**config.mk**
```make
export PLATFORM = sky130hd
export DESIGN_NAME = avalon_master_adapter
export DESIGN_NICKNAME = d
export VERILOG_FILES = /design/src/rtl/avalon_master_adapter.sv
export SDC_FILE = /design/constraint.sdc
export NUM_CORES = 1
export LEC_CHECK = 0
export ABC_AREA = 0
export CAP_MARGIN = 20
export CORE_MARGIN = 3
export CORE_UTILIZATION = 40
export CTS_CLUSTER_SIZE = 14
export DETAILED_ROUTE_END_ITERATION = 8
export DONT_BUFFER_PORTS = 1
export PLACE_DENSITY = 0.5
export SYNTH_ARGS = -nofsm -noshare
export SYNTH_HDL_FRONTEND = slang
export SYNTH_SLANG_ARGS = --single-unit
```
**constraint.sdc**
```tcl
create_clock -name clk -period 3.9 [get_ports clk]
set_input_delay 0.585 -clock clk [delete_from_list [all_inputs] [get_ports clk]]
set_output_delay 0.585 -clock clk [all_outputs]
set_load 0.05 [all_outputs]
```
**src/rtl/avalon_master_adapter.sv**
```systemverilog
// Avalon-MM initiator: valid/ready command stream in, pipelined Avalon reads and writes out,
// read data returned in issue order on a valid/ready response stream with credit-bounded reads.
module avalon_master_adapter #(
  parameter int unsigned BUSWIDTH     = 32,
  parameter int unsigned ADDRESSWIDTH = 8,
  parameter int unsigned MAX_PENDING  = 4
) (
  input  logic                            clk,
  input  logic                            reset,
  input  logic                            cmd_valid,
  output logic                            cmd_ready,
  input  logic                            cmd_write,
  input  logic [ADDRESSWIDTH-1:0]         cmd_address,
  input  logic [BUSWIDTH-1:0]             cmd_data,
  output logic                            rsp_valid,
  input  logic                            rsp_ready,
  output logic [BUSWIDTH-1:0]             rsp_data,
  output logic                            avm_read,
  output logic                            avm_write,
  output logic [ADDRESSWIDTH-1:0]         avm_address,
  output logic [BUSWIDTH-1:0]             avm_writedata,
  input  logic                            avm_waitrequest,
  input  logic [BUSWIDTH-1:0]             avm_readdata,
  input  logic                            avm_readdatavalid,
  output logic [$clog2(MAX_PENDING):0]    pending,
  output logic                            protocol_error
);
  localparam int unsigned PW = $clog2(MAX_PENDING) + 1;
  localparam int unsigned AW = $clog2(MAX_PENDING);

  logic                    req_active;
  logic                    req_write;
  logic [ADDRESSWIDTH-1:0] req_address;
  logic [BUSWIDTH-1:0]     req_data;

  logic [BUSWIDTH-1:0]     fifo_mem [MAX_PENDING];
  logic [AW-1:0]           wr_ptr;
  logic [AW-1:0]           rd_ptr;
  logic [PW-1:0]           fifo_count;

  logic accept;
  logic read_accept;
  logic handshake;
  logic push;
  logic pop;
  logic has_credit;

  // Bus side is a direct view of the request register, so it holds through waitrequest.
  assign has_credit    = pending < PW'(MAX_PENDING);
  assign avm_write     = req_active & req_write;
  assign avm_read      = req_active & ~req_write & has_credit;
  assign avm_address   = req_address;
  assign avm_writedata = req_data;
  assign accept        = (avm_read | avm_write) & ~avm_waitrequest;
  assign read_accept   = avm_read & ~avm_waitrequest;
  assign cmd_ready     = ~req_active | accept;
  assign handshake     = cmd_valid & cmd_ready;

  // Returned data with no credit outstanding beyond the FIFO contents is a responder fault.
  assign rsp_valid = fifo_count != '0;
  assign pop       = rsp_valid & rsp_ready;
  assign push      = avm_readdatavalid & (pending != fifo_count);
  assign rsp_data  = rsp_valid ? fifo_mem[rd_ptr] : '0;

  // One-entry request register; reloads on the same cycle it drains.
  always_ff @(posedge clk or posedge reset) begin
    if (reset) begin
      req_active  <= 1'b0;
      req_write   <= 1'b0;
      req_address <= '0;
      req_data    <= '0;
    end else if (handshake) begin
      req_active  <= 1'b1;
      req_write   <= cmd_write;
      req_address <= cmd_address;
      req_data    <= cmd_data;
    end else if (accept) begin
      req_active  <= 1'b0;
    end
  end

  // Credits: reads on the bus side plus entries waiting in the FIFO.
  always_ff @(posedge clk or posedge reset) begin
    if (reset) begin
      pending <= '0;
    end else begin
      case ({read_accept, pop})
        2'b10:   pending <= pending + PW'(1);
        2'b01:   pending <= pending - PW'(1);
        default: pending <= pending;
      endcase
    end
  end

  always_ff @(posedge clk or posedge reset) begin
    if (reset) begin
      wr_ptr     <= '0;
      rd_ptr     <= '0;
      fifo_count <= '0;
    end else begin
      if (push) wr_ptr <= wr_ptr + AW'(1);
      if (pop)  rd_ptr <= rd_ptr + AW'(1);
      case ({push, pop})
        2'b10:   fifo_count <= fifo_count + PW'(1);
        2'b01:   fifo_count <= fifo_count - PW'(1);
        default: fifo_count <= fifo_count;
      endcase
    end
  end

  always_ff @(posedge clk) begin
    if (push) fifo_mem[wr_ptr] <= avm_readdata;
  end

  always_ff @(posedge clk or posedge reset) begin
    if (reset) begin
      protocol_error <= 1'b0;
    end else if (avm_readdatavalid && (pending == fifo_count)) begin
      protocol_error <= 1'b1;
    end
  end

endmodule

```
==> reports/metrics.yaml, run 1 <==
outcome:
  outcome: "complete, no violations"
hold_path:
  min_path_type: "in2async"
logic_synthesis:
  avgSynthCellArea_um2: 20.2
  yosys.area.top_type_share: 0.542
  yosys_warnings: 0
  yosysSeqAreaShare: 0.729
  syn_nets: 438
  yosys-top-cells-area: "edfxtp_1 54%, dfrtp_1 19%, mux4_2 10%"
  ys_seq_elements: 181
  syn-cell-area_um2: 7100
  synth.distinct_cells: 24
  synth_area_leader_cell: "edfxtp_1"
  syn_inst: 351
critical_path:
  critPathMaxFanout: 21
  cp.arrival_ps: 2450
  endpoint_kind: "output pin"
  critPathKind: "reg2out"
  start_kind: "flop"
  critPathRequiredTime_ps: 3310
  r2r-start: "fifo_count[0]"
  slowest_delay_ps: 830
  crit_slowest_cell: "dfrtp_2"
  crit_chain: "buf_4 > mux4_2 > and2_1"
  cp-startpoint: "rd_ptr[0]"
global_route:
  grt_pass1_vias: 3502
  grt_start_max_net_pins: 42
  antenna_found_initial: 0
  grt_pass1_wl_um: 20100
  grt_usage: 0.139
  grt_overflow: 0
timing:
  period_minus_slack_ps: 3040
  post-route-period-util: 0.778
  setup_viol: 0
  fmax_mhz: 329
  rsz0062_at_grt: "false"
  fin_setup_tns_ps: 0
  relSlewSlack: 0.379
  skew_ps: 15.2
  tightestPinTransition_ps: 931
  finalHoldViolCount: 0
  drv_slew: 0
layout:
  final_cells: 599
  n_fill_cell: 1506
  multi_input_area_um2: 1790
  syn2layout_area_growth_pct: 11.1
  layout.area.seq_um2: 5170
  drive_above_1_share: 0.329
  diodes: 0
  num-nets-final: 448
clock_tree:
  hold_buffers: 0
  clock-sinks: 181
  clk_pin_slew_ps: 70
  cts_buffer_depth: 2
  htreeDepth: 4
  cts_tree: "yes"
  cts_resized: 0
  numCtsBuffers: 17
  cts_setup_buffers: 0
  clkLatencyLatePin_ps: 430
  cts_root_buf: "clkbuf_16"
drt:
  vias_per_cell: 5.08
  vias: 3043
  drtPass1Iterations: 4
  wl_um: 12800
  drt_iter0_markers: 90
  wl_per_cell_um: 21.4
  drcViolationCount: 0
  ant_nets: 0
floorplan:
  die-area_um2: 19400
  rows: 48
  die_y_um: 139
  core_um2: 17400
  die_w_um: 139
  io_pins: 159
  start_util: 0.409
run:
  cap_violations: 0
placement:
  dp.cells: 567
  numPortBuffers: 0
  place.gp.congestion: 0.708
  hpwl_um: 7930
==> cells in the final DEF, fill, tap and decap left out <==
master      netlist  layout
clkinv_1          0       1
or3_4             1       1
inv_1             7       6
ha_1              6       6
inv_6             0       2
mux2i_1           1       1
xnor2_1           7       7
inv_8             0       1
and2_2            0       4
buf_4             0       5
xor2_1            5       5
mux4_2           32      32
fa_1              2       2
nand2b_1          2       2
clkinv_2          0       3
buf_12            0       1
nor2_1            3       3
clkinv_4          0       4
clkbuf_1          4       1
nand2_4           1       1
inv_2             0       1
dfrtp_2           0       2
mux2_2           43      43
clkinvlp_4        0       2
bufinv_16         0       1
clkbuf_16         0      17
o21ai_4           1       1
nor3b_2           0       1
dfrtp_1          53      51
edfxtp_1        128     128
nand2_1           2       2
o21a_1            1       1
nor2b_4           1       1
a21o_1            1       1
and2_1           38      34
==> cell families (layout without fill, tap and decap cells) <==
kind of cell | count (synthesis) | after routing | share of synthesized area
AOI/OAI and AO/OA | 3 | 3 | 0.00441
xor gates and xnor gates | 12 | 12 | 0.0148
adders and majority gates | 8 | 8 | 0.0162
buffers and inverters | 22 | 45 | 0.0206
DFF | 181 | 181 | 0.729
muxes | 76 | 76 | 0.171
and+or+nand+nor | 49 | 49 | 0.0441
==> final cells by class <==
class	instances	share of cell area
tap	225	0.0357
multi-input combinational	148	0.227
sequential	181	0.656
timing repair buffer	6	0.00730
clock buffer	18	0.0544
clock inverter	14	0.0162
inverter	7	0.00333
==> worst max-delay path: cells and delay by family, from the launching register on <==
kind,cells,cell delay (ps)
simple gates,1,350
mux,1,530
flops,1,830
buf+inv,1,330
==> per-layer routing <==
| metal | global-route usage | share of wire | up-vias |
|---|---|---|---|
| met1 | 0.161 | 0.40 | 1553 |
| met4 | 0.0386 | 0.0087 | 0 |
| met3 | 0.0776 | 0.10 | 8 |
| met2 | 0.222 | 0.49 | 135 |
| li1 | - | - | 1347 |
| met5 | 0 | 0 | - |
==> cell usage after synthesis <==
cell,n
mux4_2,32
mux2_2,43
mux2i_1,1
o21ai_4,1
nand2_1,2
ha_1,6
nor2b_4,1
and2_1,38
nor3b_1,1
clkbuf_1,4
nand2_4,1
edfxtp_1,128
a21o_1,1
or3_4,1
xnor2_1,7
buf_6,8
nor2_1,3
nand2b_1,2
xor2_1,5
buf_2,3
fa_1,2
o21a_1,1
dfrtp_1,53
inv_1,7
==> final timing paths <==
| kind | slack (ps) | endpoint | cells after the start |
|---|---|---|---|
| hold reg to reg | 520 | fifo_count[2] | 1 |
| hold / removal | 110 | avm_address[4] | 1 |
| max in group asynchronous | 3190 | rd_ptr[0] | 2 |
| setup reg to reg | 1350 | pending[2] | 7 |
| setup / recovery | 860 | rsp_data[6] | 3 |
| min in group clk | 250 | fifo_mem[1][29] | 0 |
==> stage by stage <==
step | worst slack (ps) | hold WS, ps | cell area (um^2) | util
after floorplan | 771 | 481 | 7100 | -
after global placement | 1220 | 514 | 7310 | 0.421
after detailed placement | 1210 | 510 | 7330 | 0.422
after CTS | 765 | 122 | 7880 | 0.454
after global routing | 693 | 142 | 7880 | 0.454
final | 865 | 113 | 7880 | 0.454
==> sequential cells by signal, indices dropped and copies added, names as in the netlist <==
signal          count
avm_address         8
req_active          1
protocol_error      1
wr_ptr              2
req_write           1
rd_ptr              2
pending             3
fifo_mem          128
fifo_count          3
avm_writedata      32
Power of run 1 is not shown: default switching activity piles up to over one toggle a cycle in this logic, so the estimate is an artifact.
==> inputs of run 2 (changes only) <==
PLACE_DENSITY = 0.52   (was 0.5)
clock period = 2.5 ns   (was 3.9 ns; I/O delays follow)
==> run 2 against run 1 <==
  * Utilization is 0.56 points higher
  * Cell count increased by 1.5%
  * Sequential cell count is the same
  * Critical path depth is the same
  * Final area up 1.2%
  * Non-clock buffer count rose by 9
  * Hold slack got worse by 100 ps
  * Via count up 1.3%
  * Highest routed layer is now met5
==> reports/metrics.yaml, run 2 (synthesis results as in run 1) <==
timing:
  fin_setup_tns_ps: 0  # unchanged
  tightestPinTransition_ps: 666  # -265 ps
  drv_slew: 0  # unchanged
  skew_ps: 6.29  # -8.95 ps
  fmax_mhz: 423
  setup_viol: 0  # unchanged
  relSlewSlack: 0.556  # +0.177
  period_minus_slack_ps: 2370
  rsz0062_at_grt: "false"
  finalHoldViolCount: 0  # unchanged
  post-route-period-util: 0.946
  layout_setup_ws_ps: 134  # -731 ps
layout:
  regMostFlops: "fifo_mem"
  final_cells: 608  # +1.5%
  final_cell_mix: "128 x edfxtp_1, 51 x dfrtp_1, 43 x mux2_2"
  postLayoutCellArea_um2: 7980  # +1.2%
  n_fill_cell: 1510  # +0.27%
  drive_above_1_share: 0.342  # +0.0132
  num-nets-final: 457  # +2.0%
  diodes: 0  # unchanged
  largest_register_ff_count: 128  # unchanged
  syn2layout_area_growth_pct: 12.5
  final_common_cell: "edfxtp_1"
placement:
  dpl_cell_area_um2: 7450  # +1.7%
  hpwl_um: 8330  # +5.1%
  numPortBuffers: 0  # unchanged
  dp.cells: 576  # +1.6%
  place.gp.congestion: 0.681  # -3.8%
  dp_slack_ps: 323  # -885 ps
critical_path:
  crit_chain: "buf_4 > mux4_2 > and2_1"
  cp.arrival_ps: 1990  # -460 ps
  r2r-start: "fifo_count[0]"
  reg2reg_slack_ps: 330  # -1020 ps
  endpoint_kind: "output pin"
  critPathMaxFanout: 13  # -38%
  r2r_end: "pending[2]"
  critPathRequiredTime_ps: 2120  # -1190 ps
  cp_num_buf_inv: 1  # unchanged
  cp_num_cells: 3  # unchanged
  reg2reg_depth: 7  # unchanged
  start_kind: "flop"
  cp-endpoint: "rsp_data[28]"
  crit_slowest_cell: "mux4_2"
  critPathKind: "reg2out"
  slowest_delay_ps: 540  # -290 ps
  cp-startpoint: "rd_ptr[0]"
  critical-path-top-delay-family: "multiplexers"
drt:
  wl_um: 12900  # +0.79%
  vias_per_cell: 5.07  # -0.22%
  drcViolationCount: 0  # unchanged
  drtPass1Iterations: 4  # unchanged
  wl_per_cell_um: 21.2  # -0.70%
  vias: 3082  # +1.3%
  drt_iter0_markers: 135  # +50%
  ant_nets: 0  # unchanged
floorplan:
  die-area_um2: 19400  # unchanged
  core_um2: 17400  # unchanged
  die_y_um: 139  # unchanged
  rows: 48  # unchanged
  io_pins: 159  # unchanged
  start_util: 0.409  # unchanged
  die_w_um: 139  # unchanged
clock_tree:
  clk_pin_slew_ps: 70  # about the same
  hold_buffers: 0  # unchanged
  cts_root_buf: "clkbuf_16"
  htreeDepth: 4  # unchanged
  clkLatencyLatePin_ps: 420  # about the same
  cts_setup_buffers: 0  # unchanged
  cts_buffer_depth: 2  # unchanged
  clock-sinks: 181  # unchanged
  cts_tree: "yes"
  cts_resized: 0  # unchanged
  numCtsBuffers: 17  # unchanged
global_route:
  grt_pass1_wl_um: 20100  # -0.20%
  grt_overflow: 0  # unchanged
  grt_usage: 0.138  # -0.000977
  antenna_found_initial: 1  # +1
  grt_start_max_net_pins: 54  # +29%
  grt_pass1_vias: 3556  # +1.5%
outcome:
  outcome: "complete, no violations"
run:
  cap_violations: 0  # unchanged
hold_path:
  min_path_type: "in2async"
[run 2: final cells by class]
class	instances	area, um^2	share of cell area
clock buffer	17	425	0.0533
clock inverter	15	105	0.0132
inverter	7	26.3	0.00329
multi-input combinational	148	1800	0.225
sequential	181	5170	0.648
tap	225	282	0.0353
timing repair buffer	15	175	0.0219
[run 2: worst min-delay path by stage]
stage / cells after the start / startpoint / to / slack [ps]
final: 2 / reset / avm_writedata[29] / 10
after global routing: 0 / avm_readdata[25] / fifo_mem[1][25] / 20
after CTS: 2 / reset / avm_writedata[28] / 30
after detailed placement: 0 / avm_readdata[14] / fifo_mem[1][14] / 470
after global placement: 0 / avm_readdata[25] / fifo_mem[0][25] / 470
after floorplan: 0 / avm_readdata[0] / fifo_mem[0][0] / 470
[run 2: metrics by stage]
step                      utilization  hold WS (ps)
after floorplan                     -           474
after global placement          0.429           474
after detailed placement        0.429           474
after CTS                       0.460          26.9
after global routing            0.460          23.5
final                           0.460          11.3
[run 2: routing by layer]
layer	up-vias	global-route usage	routed length (um)
met3	16	0.0659	1240
met1	1572	0.155	5100
met4	2	0.0494	178
met2	124	0.229	6360
li1	1368	-	-
met5	-	0	13
Power of run 2 is left out for the same reason.
==> inputs of run 3 (changes only) <==
GPL_TIMING_DRIVEN = 0   (was not set)
SLEW_MARGIN = 0   (was not set)
==> run 3 against run 2 <==
  * Worst setup slack improved by 4.3 ps
  * Fmax grew 0.18%
  * Non-clock buffer count up 6
  * Largest cell class unchanged
==> reports/metrics.yaml, run 3 (synthesis results as in run 1) <==
layout:
  largest_register_ff_count: 128  # unchanged
  final_cells: 615  # +1.2%
  drive_above_1_share: 0.391  # +0.0487
  regMostFlops: "fifo_mem"
  num-nets-final: 463  # +1.3%
  final_common_cell: "edfxtp_1"
  final_cell_mix: "128 x edfxtp_1, 50 x dfrtp_1, 43 x mux2_2"
  n_fill_cell: 1468  # -2.8%
  syn2layout_area_growth_pct: 14.8
clock_tree:
  cts_tree: "yes"
  cts_buffer_depth: 2  # unchanged
  htreeDepth: 4  # unchanged
  cts_root_buf: "clkbuf_16"
  numCtsBuffers: 17  # unchanged
  clock-sinks: 181  # unchanged
  clk_pin_slew_ps: 70  # about the same
  clkLatencyLatePin_ps: 420  # about the same
hold_path:
  min_from: "avm_readdata[24]"
  min_path_type: "in2reg"
floorplan:
  die_y_um: 139  # unchanged
  die_w_um: 139  # unchanged
  start_util: 0.409  # unchanged
  rows: 48  # unchanged
  die-area_um2: 19400  # unchanged
  core_um2: 17400  # unchanged
  io_pins: 159  # unchanged
timing:
  tightestPinTransition_ps: 625  # -40.6 ps
  drv_slew: 0  # unchanged
  setup_viol: 0  # unchanged
  skew_ps: 5.87  # -0.422 ps
  relSlewSlack: 0.583  # +0.0266
  post-route-period-util: 0.945  # -0.00172
  finalHoldViolCount: 0  # unchanged
  rsz0062_at_grt: "false"
  hold_ws_ps: 45.6  # +34.4 ps
  fmax_mhz: 423  # +0.18%
  period_minus_slack_ps: 2360  # -4.30 ps
global_route:
  grtUsageMet1: 0.162  # +0.00718
  grt_use_met2: 0.233  # +0.00435
  grt.busiest_layer: "met2"
  grt_pass1_vias: 3557  # +0.028%
  grt_start_max_net_pins: 42  # -22%
  antenna_found_initial: 1  # unchanged
  gr-usage-met3: 0.0728  # +0.00690
  grt_overflow: 0  # unchanged
  grt_usage: 0.144  # +0.00617
  grt_pass1_wl_um: 20900  # +4.3%
placement:
  numPortBuffers: 0  # unchanged
  hpwl_um: 8780  # +5.4%
  dp.cells: 581  # +0.87%
  place.gp.congestion: 0.719  # +5.6%
critical_path:
  cp-startpoint: "rd_ptr[1]"
  endpoint_kind: "output pin"
  r2r-start: "pending[2]"
  critPathKind: "reg2out"
  critPathMaxFanout: 10  # -3
  start_kind: "flop"
  cp.arrival_ps: 1990  # about the same
  critPathRequiredTime_ps: 2120  # about the same
run:
  cap_violations: 0  # unchanged
drt:
  ant_nets: 0  # unchanged
  vias_per_cell: 5.11  # +0.72%
  drtPass1Iterations: 4  # unchanged
  wl_per_cell_um: 21.5  # +1.4%
  drt_iter0_markers: 119  # -12%
  drcViolationCount: 0  # unchanged
  vias: 3140  # +1.9%
  wl_um: 13200  # +2.6%
outcome:
  outcome: "complete, no violations"
[run 3: changes by cell type in the layout (fill, tap and decap cells not counted), moves of 2 or more]
cell       delta
and2_1       -17
and2_2       +17
buf_4        -10
buf_6         +8
clkbuf_1      +6
inv_6         -4
bufinv_16     +3
clkbuf_4      +3
clkinv_1      -2
clkinv_4      +2
[run 3: repair_timing]
action                                 CTS  global route
hold buffers                             1             0
endpoints found under the hold margin   12             0
gates resized for setup                 12            16
buffers inserted                         0             0
setup endpoints to repair               12            25
pin swaps                                1             3
[run 3: worst paths after layout]
path	depth (start not counted)	slack, ps	endpoint
min in group asynchronous	2	350	avm_address[3]
max reg2reg	7	170	pending[2]
max in group asynchronous	3	1610	pending[2]
min	0	50	fifo_mem[0][24]
min reg2reg	1	530	fifo_count[2]
max	4	140	rsp_data[13]
[run 3: cell type report]
class                      count  area [um^2]  share of cell area
antenna                        1         2.50            0.000307
timing repair buffer           6          118              0.0144
tap                          225          282              0.0346
inverter                       7         26.3             0.00323
clock buffer                  20          437              0.0536
multi-input combinational    148         1820               0.224
sequential                   181         5180               0.635
buffer                        15          129              0.0158
clock inverter                12          154              0.0189
[run 3: per-stage QoR]
step / worst slack, ps / utilization / instance area [um^2] / setup TNS (ps)
2_1_floorplan: 92.1 / - / 7110 / 0
3_3_place_gp: -791 / 0.426 / 7390 / -98410
3_5_place_dp: -85.9 / 0.432 / 7500 / -85.9
4_1_cts: 0.898 / 0.468 / 8120 / 0
5_1_grt: 21.2 / 0.469 / 8150 / 0
6_report: 139 / 0.469 / 8150 / 0
[run 3: worst max-delay path, cell delays in order (launching register included)]
cell and delay (ps):
dfrtp_1 320, clkbuf_1 260, clkbuf_4 320, mux4_2 330, and2_1 340
[run 3: per-layer routing]
metal,wire [um],vias up
met5,0,-
met4,231,0
met3,1350,19
met2,6610,120
met1,5030,1617
li1,-,1384
Power of run 3 is left out for the same reason.
